[config.mk]
export PLATFORM = sky130hd
export DESIGN_NAME = puf_challenge_reader
export DESIGN_NICKNAME = d
export VERILOG_FILES = /design/src/rtl/puf_challenge_reader.sv
export SDC_FILE = /design/constraint.sdc
export NUM_CORES = 1
export LEC_CHECK = 0
export CORE_ASPECT_RATIO = 1.5
export CORE_MARGIN = 10
export CORE_UTILIZATION = 50
export CTS_CLUSTER_SIZE = 10
export DETAILED_ROUTE_END_ITERATION = 8
export HOLD_SLACK_MARGIN = 0.08
export PLACE_DENSITY = 0.82
export SYNTH_ARGS = -nofsm -noshare
export SYNTH_HDL_FRONTEND = slang
export SYNTH_SLANG_ARGS = --single-unit
[constraint.sdc]
create_clock -name clk -period 4.9 [get_ports clk]
set_clock_uncertainty 0.05 [all_clocks]
set_input_delay 0.98 -clock clk [delete_from_list [all_inputs] [get_ports clk]]
set_output_delay 0.98 -clock clk [all_outputs]
set_load 0.01 [all_outputs]
[src/rtl/puf_challenge_reader.sv]
// Host-side reader for a serialized ring-oscillator PUF.
// Accepts a challenge, runs NUM_EVAL PUF evaluations, and returns a per-bit
// majority vote, an instability mask and a timeout flag.
module puf_challenge_reader #(
    parameter int NUM_EVAL = 5,
    parameter int TIMEOUT  = 1023,
    parameter int TO_W     = 16
) (
    input  logic       clk,
    input  logic       rst,
    input  logic       req_valid,
    output logic       req_ready,
    input  logic [7:0] req_challenge,
    output logic       puf_en,
    output logic       puf_rst,
    output logic [7:0] puf_chall,
    input  logic [7:0] puf_response,
    input  logic       puf_ready,
    output logic       rsp_valid,
    input  logic       rsp_ready,
    output logic [7:0] rsp_data,
    output logic [7:0] rsp_unstable,
    output logic       rsp_timeout
);

    typedef enum logic [1:0] {IDLE, PREP, WAIT, DONE} state_t;

    localparam logic [3:0]      NUM_EVAL_C = 4'(NUM_EVAL);
    localparam logic [3:0]      HALF_C     = 4'(NUM_EVAL / 2);
    localparam logic [TO_W-1:0] TIMEOUT_C  = TO_W'(TIMEOUT);

    state_t            state, state_d;
    logic [3:0]        eval_cnt, eval_cnt_d;
    logic [7:0][3:0]   ones, ones_d, ones_sum;
    logic [TO_W-1:0]   to_cnt, to_cnt_d;
    logic              ready_q;
    logic              capture;

    logic              req_ready_d, puf_en_d, puf_rst_d, rsp_valid_d, rsp_timeout_d;
    logic [7:0]        puf_chall_d, rsp_data_d, rsp_unstable_d;

    // A response only counts on a fresh rising edge of puf_ready.
    assign capture = puf_ready & ~ready_q;

    // State register.
    // NOTE: sequential state uses non-blocking assignments so every register
    // samples the pre-edge values, independent of statement order.
    always_ff @(posedge clk or posedge rst) begin
        if (rst) state <= IDLE;
        else     state <= state_d;
    end

    // Registered outputs, counters and the puf_ready edge detector.
    always_ff @(posedge clk or posedge rst) begin
        if (rst) begin
            req_ready    <= 1'b1;
            puf_en       <= 1'b0;
            puf_rst      <= 1'b1;
            puf_chall    <= 8'h00;
            rsp_valid    <= 1'b0;
            rsp_data     <= 8'h00;
            rsp_unstable <= 8'h00;
            rsp_timeout  <= 1'b0;
            eval_cnt     <= '0;
            ones         <= '0;
            to_cnt       <= '0;
            ready_q      <= 1'b0;
        end else begin
            req_ready    <= req_ready_d;
            puf_en       <= puf_en_d;
            puf_rst      <= puf_rst_d;
            puf_chall    <= puf_chall_d;
            rsp_valid    <= rsp_valid_d;
            rsp_data     <= rsp_data_d;
            rsp_unstable <= rsp_unstable_d;
            rsp_timeout  <= rsp_timeout_d;
            eval_cnt     <= eval_cnt_d;
            ones         <= ones_d;
            to_cnt       <= to_cnt_d;
            ready_q      <= puf_ready;
        end
    end

    // Next-state and next-output logic.
    always_comb begin
        // NOTE: every signal gets a hold-value default first so no path
        // through the case statement can infer a latch.
        state_d        = state;
        req_ready_d    = req_ready;
        puf_en_d       = puf_en;
        puf_rst_d      = puf_rst;
        puf_chall_d    = puf_chall;
        rsp_valid_d    = rsp_valid;
        rsp_data_d     = rsp_data;
        rsp_unstable_d = rsp_unstable;
        rsp_timeout_d  = rsp_timeout;
        eval_cnt_d     = eval_cnt;
        ones_d         = ones;
        to_cnt_d       = to_cnt;

        for (int i = 0; i < 8; i++) begin
            ones_sum[i] = ones[i] + {3'b000, puf_response[i]};
        end

        case (state)
            IDLE: begin
                req_ready_d = 1'b1;
                puf_rst_d   = 1'b1;
                puf_en_d    = 1'b0;
                if (req_valid && req_ready) begin
                    puf_chall_d = req_challenge;
                    eval_cnt_d  = '0;
                    ones_d      = '0;
                    req_ready_d = 1'b0;
                    state_d     = PREP;
                end
            end
            PREP: begin
                // Outputs for the first WAIT cycle are set up here.
                to_cnt_d  = '0;
                puf_rst_d = 1'b0;
                puf_en_d  = 1'b1;
                state_d   = WAIT;
            end
            WAIT: begin
                if (capture) begin
                    ones_d     = ones_sum;
                    eval_cnt_d = eval_cnt + 4'd1;
                    puf_en_d   = 1'b0;
                    puf_rst_d  = 1'b1;
                    if (eval_cnt + 4'd1 == NUM_EVAL_C) begin
                        state_d       = DONE;
                        rsp_valid_d   = 1'b1;
                        rsp_timeout_d = 1'b0;
                        for (int i = 0; i < 8; i++) begin
                            rsp_data_d[i]     = ones_sum[i] > HALF_C;
                            rsp_unstable_d[i] = (ones_sum[i] != 4'd0) && (ones_sum[i] != NUM_EVAL_C);
                        end
                    end else begin
                        state_d = PREP;
                    end
                end else if (to_cnt + 1'b1 == TIMEOUT_C) begin
                    state_d        = DONE;
                    rsp_valid_d    = 1'b1;
                    rsp_timeout_d  = 1'b1;
                    rsp_data_d     = 8'h00;
                    rsp_unstable_d = 8'hFF;
                    puf_en_d       = 1'b0;
                    puf_rst_d      = 1'b1;
                end else begin
                    to_cnt_d = to_cnt + 1'b1;
                end
            end
            DONE: begin
                if (rsp_valid && rsp_ready) begin
                    rsp_valid_d = 1'b0;
                    req_ready_d = 1'b1;
                    state_d     = IDLE;
                end
            end
            default: state_d = IDLE;
        endcase
    end

endmodule

==> results.yml <==
status:
  outcome: "completed"
power_and_ir_drop:
  power_frac_comb_pct: 32.7
  pwr_density_cell_nw_per_um2: 471
  pwr-share-seq_pct: 41.2
  leakage_nw: 2.37
  power.total_mw: 2.47
  intPower_mw: 1.63
  switching_share_pct: 34.3
  ir_worst_vdd_mv: 0.298
  clkPwrFrac_pct: 26.1
  switchingPower_uw: 848
routing:
  drtIter0Drc: 211
  ant_nets: 0
  route.met3.wl_um: 478
  dr_wl_met2_mm: 5.50
  highest_layer: "met4"
  via_count: 3592
  post_drt_via_cell_ratio: 5.83
  firstDrtPassIters: 5
  m1WireLength_mm: 4.16
  wl_per_cell_um: 16.7
  finalWirelength_mm: 10.3
  drc: 0
worst_setup_path:
  critPathArrivalTime_ns: 3.11
  required_ns: 5.06
  crit_path_start_kind: "primary input"
  cp_max_fo: 29
  crit_type: "primary input to flop"
  end_kind: "flop"
global_routing:
  grt_max_degree: 61
  antenna_found_initial: 0
  first_global_vias: 3717
  grt_overflow: 0
  track_usage_pct: 15.9
  grt_pass1_wl_mm: 17.4
clocking:
  tritoncts: "yes"
  post-cts-setup-buffer-count: 0
  cts-htree-levels: 3
  clkTransAtPathRegs_ns: 0.06
  ctsRootBufferMaster: "clkbuf_16"
  numCtsBuffers: 9
  cts_hold_buf: 0
  postCtsResizedCells: 0
  cts_buffer_depth: 2
  clkSinkCount: 84
  clock_latency_ns: 0.34
placed_design:
  dpl.hpwl_mm: 7.04
  place_congestion: 0.865
  numPortBuffers: 49
cells_and_area:
  nNetsFinal: 545
  synthToLayoutAreaGrowth_pct: 19.2
  n_antenna_cell: 0
  drive_above_1_share_pct: 7.07
  fillers: 743
  fin_util_pct: 61.7
floorplan:
  num_rows: 41
  core-area_um2: 8520
  io_pins: 50
  die_area_um2: 13000
  start_util_pct: 51.7
  die_h_um: 135
  die_x_um: 96.6
sta:
  hold_violations: 0
  worst_slew_pin_slew_ns: 1.03
  slew_violations: 0
  slew_headroom_pct: 31.4
  hold_ws_ns: 0.437
  finalSetupViolCount: 0
  period_share_pct: 60.1
  fmax_ghz: 0.339
  min_period_ns: 2.95
  rsz0062_at_grt: "no"
  fin_setup_tns_ns: 0
synthesis:
  syn_avg_cell_area_um2: 9.52
  synthArstFlopShare_pct: 100
  synth_edf_count: 0
  synthFlopType: "dfrtp_1"
  yosysWarningCount: 0
  yosys_register_bits: 84
  syn-instance-count: 463
  synth_fp_nets: 504
  ys_types: 48
  synth_area_um2: 4410
  ys_seq_area_share_pct: 47.8
job:
  drv_cap: 0
hold_path:
  worstHoldPathType: "flop to flop"
kinds of logic after synthesis:
| kind of cell | count (synthesis) | share of synthesized area (%) |
|---|---|---|
| simple gates | 174 | 18.5 |
| flops | 84 | 47.8 |
| mux | 17 | 4.09 |
| buf+inv | 29 | 2.84 |
| compound gates | 110 | 15.4 |
| xor+xnor | 29 | 5.77 |
| fa+ha+maj | 20 | 5.68 |
flip-flops by register name (all words and copies together), names as in the netlist:
name          flops
eval_cnt          4
ones             32
puf_chall         8
puf_en            1
puf_rst           1
ready_q           1
req_ready         1
rsp_data          8
rsp_timeout       1
rsp_unstable      8
rsp_valid         1
state             2
to_cnt           16
critical path, cell delays in order:
cell             delay (ns)
clkdlybuf4s50_1        0.51
nand2b_1               0.20
nor2_2                 0.16
buf_4                  0.31
nand2_1                0.45
o32a_1                 0.50
worst paths after layout:
check / start / endpoint / slack [ns] / depth (start not counted)
min in group asynchronous: rst / puf_chall[5]$_DFFE_PP0P_ / 1.13 / 2
worst max register to register: to_cnt[4]$_DFFE_PP0P_ / rsp_data[7]$_DFFE_PP0P_ / 2.10 / 7
worst min-delay path: rsp_data[5]$_DFFE_PP0P_ / rsp_data[5]$_DFFE_PP0P_ / 0.44 / 1
worst max-delay path: puf_ready / rsp_unstable[3]$_DFFE_PP0P_ / 1.95 / 6
worst min register to register: rsp_data[5]$_DFFE_PP0P_ / rsp_data[5]$_DFFE_PP0P_ / 0.44 / 1
max in group asynchronous: rst / puf_rst$_DFFE_PP1P_ / 2.72 / 3
layout make-up:
type,instances,area (µm²),area share (%)
clock inverters,5,36.3,0.691
inverters,6,23.8,0.453
repair buffers,53,520,9.91
multi-input cells,350,2180,41.5
well taps,107,134,2.55
flip-flops and latches,84,2100,40.1
clock buffers,11,253,4.81
cell usage after synthesis, drive strengths merged (3+ instances only):
cell type	instances	area (µm²)
clkbuf	18	67.6
inv	6	22.5
mux2	8	90.1
dfrtp	82	2050
nor2	23	86.3
nand3	32	160
nand2	82	308
nand2b	5	31.3
buf	5	35.0
a31oi	5	46.3
xnor2	12	105
and2	5	31.3
a21oi	22	110
o21ai	46	230
o32a	8	80.1
o31ai	3	22.5
ha	20	250
a21o	10	75.1
xor2	17	149
nand4	9	62.6
mux2i	9	90.1
o22ai	9	56.3
layout by cell type (no fill, tap or decap), types with 3 or more instances in the layout:
cell / instances
a21o_1: 10
a21oi_1: 22
a31oi_1: 4
and2_1: 5
buf_4: 4
clkbuf_16: 9
clkdlybuf4s50_1: 49
clkinvlp_4: 3
dfrtp_1: 82
ha_1: 20
inv_1: 5
mux2_2: 8
mux2i_1: 9
nand2_1: 82
nand2b_1: 5
nand3_1: 32
nand4_1: 8
nor2_1: 21
o21ai_0: 45
o22ai_1: 9
o31ai_1: 3
o32a_1: 8
xnor2_1: 12
xor2_1: 17
power by group through the flow:
stage               clock network [mW]  registers [mW]  logic [mW]
global route                     0.684            1.05       0.898
detailed placement                   0            1.03       0.810
global placement                     0            1.02       0.782
CTS                              0.660            1.02       0.819
floorplan                            0            1.00       0.512
finish                           0.646            1.02       0.809
metal layers:
metal  vias up  track usage [%]
met5         -                0
met4         0             6.99
met3        13             3.47
met2        82             29.0
met1      1778             17.2
li1       1719                -
stage by stage:
stage | cells | area [µm²] | worst slack [ns]
global placement | 600 | 4960 | 1.70
floorplan | 463 | 4410 | 1.71
CTS | 616 | 5250 | 1.95
global route | 616 | 5250 | 1.82
finish | 616 | 5250 | 1.95
detailed placement | 600 | 4960 | 1.63
(Power assumes the default switching activity.)
